==> config.mk <==
export PLATFORM = sky130hd
export DESIGN_NAME = fp_classify_vec
export DESIGN_NICKNAME = d
export VERILOG_FILES = /design/src/rtl/fp_classify_vec.sv
export SDC_FILE = /design/constraint.sdc
export NUM_CORES = 1
export LEC_CHECK = 0
export BUFFER_PORTS_ARGS = -buffer_cell sky130_fd_sc_hd__buf_2
export CORE_ASPECT_RATIO = 0.9
export CORE_MARGIN = 5
export CORE_UTILIZATION = 43
export DETAILED_ROUTE_END_ITERATION = 12
export PLACE_DENSITY = 0.76
export SETUP_SLACK_MARGIN = 0.05
export SLEW_MARGIN = 20
export SYNTH_ARGS = -nofsm -noshare
export SYNTH_HDL_FRONTEND = slang
export SYNTH_SLANG_ARGS = --single-unit
==> constraint.sdc <==
create_clock -name clk_i -period 1.6 [get_ports clk_i]
set_input_delay 0.16 -clock clk_i [delete_from_list [all_inputs] [get_ports clk_i]]
set_output_delay 0.16 -clock clk_i [all_outputs]
set_load 0.005 [all_outputs]
==> src/rtl/fp_classify_vec.sv <==
// fp_classify_vec: multi-lane pipelined FP classifier (FCLASS masks) behind a valid/ready skid buffer
//
// Parameters:
//   FP_FORMAT  0 = FP32 (default), 1 = FP64, 2 = FP16, 3 = BF16
//   LANES      operands per beat (>= 1)
// Ports:
//   clk_i, rst_ni         clock (rising edge), asynchronous active-low reset
//   valid_i / ready_o     input beat handshake; ready_o comes straight from a flop
//   a_i                   packed operands, lane k = a_i[k*FP_WIDTH +: FP_WIDTH]
//   lane_en_i             per-lane enable, sampled with the data; disabled lanes give 10'h000
//   valid_o / ready_i     output beat handshake
//   class_o               packed 10-bit class masks, lane k = class_o[k*10 +: 10]
//   any_nan_o             some enabled lane of the output beat is a NaN
//   sticky_clr_i          clears the sticky summary
//   sticky_o              OR of every accepted beat's masks since the last clear
// Build option: define FP_CLASSIFY_STICKY_EN to get the sticky summary; otherwise
// sticky_o is tied to zero and sticky_clr_i is ignored.
module fp_classify_vec #(
    parameter int FP_FORMAT = 0,
    parameter int LANES = 2,
    localparam int EXP_W = FP_FORMAT == 1 ? 11 : FP_FORMAT == 2 ? 5 : 8,
    localparam int MAN_W = FP_FORMAT == 1 ? 52 : FP_FORMAT == 2 ? 10 : FP_FORMAT == 3 ? 7 : 23,
    localparam int FP_WIDTH = 1 + EXP_W + MAN_W
) (
    input  logic                      clk_i,
    input  logic                      rst_ni,
    input  logic                      valid_i,
    output logic                      ready_o,
    input  logic [LANES*FP_WIDTH-1:0] a_i,
    input  logic [LANES-1:0]          lane_en_i,
    output logic                      valid_o,
    input  logic                      ready_i,
    output logic [LANES*10-1:0]       class_o,
    output logic                      any_nan_o,
    input  logic                      sticky_clr_i,
    output logic [9:0]                sticky_o
);
    typedef struct packed {
        logic sign;
        logic is_zero;
        logic is_sub;
        logic is_norm;
        logic is_inf;
        logic is_snan;
        logic is_qnan;
    } fp_info_t;

    typedef enum logic [1:0] {EMPTY, ONE, FULL} state_t;

    function automatic fp_info_t fp_info(input logic [FP_WIDTH-1:0] v);
        fp_info_t fi;
        logic [EXP_W-1:0] e;
        logic [MAN_W-1:0] m;
        e = v[FP_WIDTH-2 -: EXP_W];
        m = v[MAN_W-1:0];
        fi.sign = v[FP_WIDTH-1];
        fi.is_zero = ~|e & ~|m;
        fi.is_sub = ~|e & |m;
        fi.is_norm = ~&e & |e;
        fi.is_inf = &e & ~|m;
        fi.is_snan = &e & |m & ~m[MAN_W-1];
        fi.is_qnan = &e & m[MAN_W-1];
        return fi;
    endfunction

    function automatic logic [9:0] classify(input logic [FP_WIDTH-1:0] v, input logic en);
        fp_info_t fi;
        fi = fp_info(v);
        return en ? {fi.is_qnan, fi.is_snan,
                     ~fi.sign & fi.is_inf, ~fi.sign & fi.is_norm, ~fi.sign & fi.is_sub, ~fi.sign & fi.is_zero,
                     fi.sign & fi.is_zero, fi.sign & fi.is_sub, fi.sign & fi.is_norm, fi.sign & fi.is_inf} : 10'h000;
    endfunction

    state_t state_q, state_d;
    logic [LANES*10-1:0] beat_class, out_q, skid_q;
    logic [9:0] beat_or;
    logic accept, load_out, out_from_skid, load_skid;
    logic valid_q, ready_q;

    assign accept = valid_i & ready_q;
    assign ready_o = ready_q;
    assign valid_o = valid_q;
    assign class_o = out_q;

    always_comb begin
        beat_class = '0;
        beat_or = '0;
        any_nan_o = 1'b0;
        for (int k = 0; k < LANES; k++) begin
            beat_class[k*10 +: 10] = classify(a_i[k*FP_WIDTH +: FP_WIDTH], lane_en_i[k]);
            beat_or = beat_or | beat_class[k*10 +: 10];
            any_nan_o = any_nan_o | (|out_q[k*10+8 +: 2]);
        end
    end

    always_comb begin
        state_d = state_q;
        load_out = 1'b0;
        out_from_skid = 1'b0;
        load_skid = 1'b0;
        case (state_q)
            EMPTY: begin
                state_d = accept ? ONE : EMPTY;
                load_out = accept;
            end
            ONE: begin
                state_d = accept ? (ready_i ? ONE : FULL) : (ready_i ? EMPTY : ONE);
                load_out = accept & ready_i;
                load_skid = accept & ~ready_i;
            end
            FULL: begin
                state_d = ready_i ? ONE : FULL;
                load_out = ready_i;
                out_from_skid = 1'b1;
            end
            default: state_d = EMPTY;
        endcase
    end

    // valid/ready are registered copies of the next-state decode so both leave the block as flop outputs
    always_ff @(posedge clk_i or negedge rst_ni) begin
        if (!rst_ni) begin
            state_q <= EMPTY;
            valid_q <= 1'b0;
            ready_q <= 1'b1;
            out_q <= '0;
            skid_q <= '0;
        end else begin
            state_q <= state_d;
            valid_q <= state_d != EMPTY;
            ready_q <= state_d != FULL;
            if (load_out) out_q <= out_from_skid ? skid_q : beat_class;
            if (load_skid) skid_q <= beat_class;
        end
    end

`ifdef FP_CLASSIFY_STICKY_EN
    logic [9:0] sticky_q;
    assign sticky_o = sticky_q;
    // a clear on an accept cycle drops the old summary but keeps the new beat
    always_ff @(posedge clk_i or negedge rst_ni) begin
        if (!rst_ni) sticky_q <= '0;
        else if (accept) sticky_q <= (sticky_clr_i ? 10'h000 : sticky_q) | beat_or;
        else if (sticky_clr_i) sticky_q <= '0;
    end
`else
    logic [10:0] unused_sticky;
    assign unused_sticky = {sticky_clr_i, beat_or};
    assign sticky_o = 10'h000;
`endif
endmodule
* Word level (Yosys, flattened, before mapping) *
Cells that the tools add are included.

storage, ports and cells
  word-level logic and storage cells = 74
  input port bits = 71
  bits in registers = 44

operators by class
  bitwise logic cells = 39
  reductions and logical operators = 16
  multiplexer cells = 11
  equality and inequality tests = 3

operator list
  kind                                           number
  OR reduction 23 bit                            2
  AND 1 bit                                      33
  2-to-1 mux 10 bit                              2
  2-to-1 mux 20 bit                              1
  AND reduction 8 bit                            2
  OR reduction 8 bit                             2
  logical NOT 1 bit                              6
  case mux 2 bit (3 select lines)                1
  inverter 1 bit                                 5
  2-to-1 mux 1 bit                               4
  2-to-1 mux 2 bit                               2
  OR reduction 2 bit                             2
  case mux 1 bit (3 select lines)                1
  == test 2 x 1 -> 1 bit, second input constant  1
  == test 2 bit, second input constant           1
  logical NOT 2 bit                              1
  inequality test 2 bit, second input constant   1
  nonzero test 2 bit                             1
  bitwise OR 1 bit                               1

* Logic depth before layout (Yosys ltp) *
  depth after elaboration = 6
  mapped depth = 8
  mapped depth without buffers = 6

* Least setup slack after synthesis *
Ideal clock, no wire load.

  kind = reg-to-reg
  start = register ready_q (netlist: ready_o)
  end = register out_q[8] (netlist: class_o[8])
  arrival = 1.616 ns
  slack = -0.152 ns
  clock period less this slack = 1.752 ns
  path buffers = 2
  stages on the path, launching flop included = 9
  path through = dfstp_2 > and2_1 > ha_1 > nand2_1 > a21o_1 > buf_2 > buf_6 > a31oi_1 > o41ai_2

between the ends
  cells in the longest elaborated chain, start to end = 3

RTL lines
  item                                 line  text
  start, declared                      78    logic valid_q, ready_q;
  start signal, assigned               125   ready_q <= 1'b1;
  start signal, assigned               131   ready_q <= state_d != FULL;
  AND 1 bit (*)                        80    assign accept = valid_i & ready_q;
  AND 1 bit                            108   load_out = accept & ready_i;
  case mux 1 bit (3 select lines) (*)  101   case (state_q)
  end signal, assigned                 132   if (load_out) out_q <= out_from_skid ? skid_q : beat_class;
  end, declared                        75    logic [LANES*10-1:0] beat_class, out_q, skid_q;

Every way passes the cells marked *; elsewhere a longest branch is shown, timed or not.
A chain may end at the register's enable or synchronous reset.

* Worst setup path after layout *
  start = register ready_q (netlist: ready_o)
  end = register out_q[2] (netlist: class_o[2])

The elaborated chain is that of the path after synthesis.

==> reports/results.ini <==
[cells_and_area]
layout-drive-gt1-share_pct = 49.86
fill_cells = 456
finalInstanceArea_sq_um = 3566
nNetsFinal = 428
antenna_cells_inserted = 0
final_core_util_pct = 63.36
syn_to_final_growth_pct = 43.94

[timing]
setup_viol = 16
setup_tns_ps = -337.6
max_freq_mhz = 609.2
slew-limit-headroom_pct = 62.54
rsz0062_at_grt = true
worstMarginPinSlew_ps = 561.9
min_period_ps = 1641
fin_ws_ps = -41.39
finClkSkew_ps = 9.341
hold_viol_final = 0
drv_slew = 0
post-route-period-util_pct = 102.6

[power_and_ir_drop]
p_total_mw = 3.314
switchingPower_mw = 1.208
seq_power_share_pct = 40.7
p_clk_share_pct = 21.0
p_int_mw = 2.106
combPwrFrac_pct = 38.3
cellLeakagePower_nw = 1.693
p_per_area_nw_per_um2 = 929.4
peakVddDrop_uv = 749.8
sw_frac_of_total_pct = 36.45

[global_routing]
grt_max_degree = 45
grt_overflow = 0
antenna_found_initial = 0
grt_pass1_wl_um = 11330
grt_pass1_vias = 2366
global_route.usage.total_pct = 19.01

[worst_hold_path]
hp-class = in -> reg

[clocking]
insertion_delay_ps = 310
cts.path.max_buffers = 2
htreeDepth = 2
cts_tree = yes
numClockSinks = 44
cts.clk_slew.worst_paths_ps = 90
cts_buffers = 5
clockRootBuffer = clkbuf_8

[detailed_routing]
firstDrtPassIters = 4
wl_per_cell_um = 17.70
wl_um = 7522
vias = 2424
drc = 0
ant_nets = 0
via_per_inst = 5.704
drt_iter0_drc = 119

[setup_path]
cpMaxStageDelayCell = dfstp_2
crit_buf_inv = 1
r2r_slack_ps = -40
startpoint_type = register
path_delay_family = flip-flops
endpoint_kind = register
critPathKind = reg -> reg
cp.arrival_ps = 1830
worstPathMaxFanout = 12
path_cells = and2_4, ha_4, nand2_2, a21o_4, buf_12, a31oi_4, o31ai_1
cp.required_ps = 1790
critPathMaxStageDelay_ps = 540

[logic_synthesis]
syn_area_per_cell_sq_um = 9.870
ys_types = 37
netlist_area_sq_um = 2477
synth-warning-count = 0
async_flop_share_pct = 100.0
ys_seq_area_share_pct = 44.49
synth-edff-count = 0
ys.flop_type = dfrtp_1
postSynthCellCount = 251
synth-seq-cells = 44

[placement]
gp_congestion = 0.8114
dpl.hpwl_um = 5261
io_buffers = 92
placed_area_sq_um = 3080

[die]
start_util_pct = 44.02
dieArea_sq_um = 7382
fp-row-count = 26
core_area_sq_um = 5628
fp.dieW_um = 90.01
ios = 104
die_height_um = 82.01

[outcome]
failed_checks = setup timing
outcome = finished, violations left

[run]
cap_violations = 0

-- cell families after synthesis --
| family | share of synthesized area, % |
|---|---|
| compound gates | 16.47 |
| fa+ha+maj | 1.010 |
| other cells | 0.1514 |
| flops | 44.50 |
| buf+inv | 7.121 |
| simple gates | 29.85 |
| mux | 0.9090 |
-- final cells by class --
type	count	area (sq um)	area share (%)
clock buffers	5	68.82	1.930
clock inverters	2	12.51	0.3509
inverters	2	7.507	0.2105
multi-input cells	186	1590	44.60
flip-flops and latches	44	1102	30.91
well taps	70	87.58	2.456
repair buffers	116	696.9	19.54
-- metrics by stage --
stage | std cells | setup slack [ps] | hold slack, ps
6_report | 425 | -41.39 | 157.9
5_1_grt | 425 | -90.47 | 164.9
4_1_cts | 423 | -37.04 | 144.3
3_5_place_dp | 411 | -85.78 | 273.7
3_3_place_gp | 411 | 1.824 | 267.5
2_1_floorplan | 260 | -24.23 | -135.6
-- layout by cell type, fill, tap and decap left out, drive strengths merged --
cell type	count
nor2b	3
dlygate4sd3	1
nand2b	5
clkbuf	5
a21oi	2
or4	5
nand3	4
dfstp	1
nand4b	2
o41ai	4
and2	3
nand4	10
o31ai	28
buf	115
and4b	14
or2	2
clkinv	1
nor4	10
a21o	1
o21ai	5
and4	2
nor2	4
mux2	2
or3	1
conb	10
inv	2
nand2	39
clkinvlp	1
a31oi	18
ha	2
nor3	6
nand3b	4
dfrtp	43
-- worst reg2reg max path: stages (launching register included) --
cell and delay [ps]:
dfstp_2 540, and2_4 160, ha_4 120, nand2_2 50, a21o_4 240, buf_12 150, a31oi_4 180, o31ai_1 90
-- cells in the mapped netlist (all sizes together), types with 3 or more instances --
master / count / area (sq um)
a31oi: 18 / 112.6
or4: 5 / 52.55
nor4: 10 / 62.56
nand2b: 5 / 31.28
nand4: 10 / 62.56
nand3b: 4 / 67.57
nor3: 6 / 30.03
clkbuf: 11 / 41.29
nand3: 4 / 20.02
o41ai: 4 / 42.55
o31ai: 28 / 210.2
dfrtp: 43 / 1076
nor2b: 3 / 18.77
o21ai: 5 / 25.02
nor2: 4 / 30.03
buf: 17 / 127.6
and4b: 14 / 140.1
and2: 3 / 18.77
nand2: 39 / 151.4
-- state kept, by name (all words and copies together), names as in the netlist --
signal and flops:
class_o 20, skid_q 20, ready_o 1, state_q 2, valid_o 1
-- routing by layer --
| layer | global-route usage (%) | part of all wire [%] | wire length (um) | up-vias |
|---|---|---|---|---|
| met2 | 31.36 | 51 | 3813 | 84 |
| met3 | 4.487 | 5.4 | 409 | 8 |
| li1 | - | - | - | 1144 |
| met5 | 0 | 0 | 0 | - |
| met1 | 25.34 | 43 | 3199 | 1188 |
| met4 | 5.060 | 1.3 | 99 | 0 |
-- path summary, 6_finish.rpt --
| path | startpoint | endpoint | depth (start not counted) |
|---|---|---|---|
| worst min-delay path | a_i[22] | skid_q[9]$_DFFE_PN0P_ | 3 |
| max in group asynchronous | rst_ni | ready_o$_DFF_PN1_ | 3 |
| worst min register to register | skid_q[5]$_DFFE_PN0P_ | skid_q[5]$_DFFE_PN0P_ | 2 |
| min in group asynchronous | rst_ni | class_o[12]$_DFFE_PN0P_ | 3 |
| worst max-delay path | ready_o$_DFF_PN1_ | class_o[2]$_DFFE_PN0P_ | 7 |
| worst max register to register | ready_o$_DFF_PN1_ | class_o[2]$_DFFE_PN0P_ | 7 |
-- power by group through the flow --
| stage | registers, mW | logic [mW] | clock network (mW) |
|---|---|---|---|
| floorplan | 1.34 | 0.650 | 0 |
| global placement | 1.36 | 1.02 | 0 |
| detailed placement | 1.36 | 1.04 | 0 |
| CTS | 1.35 | 1.14 | 0.707 |
| global route | 1.36 | 1.37 | 0.749 |
| finish | 1.35 | 1.27 | 0.695 |
-- what timing repair did --
item                       CTS  global route
setup buffers                2             2
pin swaps                    6             3
hold buffers                 1             0
hold endpoints to repair    43             0
gates cloned                 2             0
setup endpoints to repair   37            42
gates resized for setup     18            38
(Power assumes the default switching activity.)
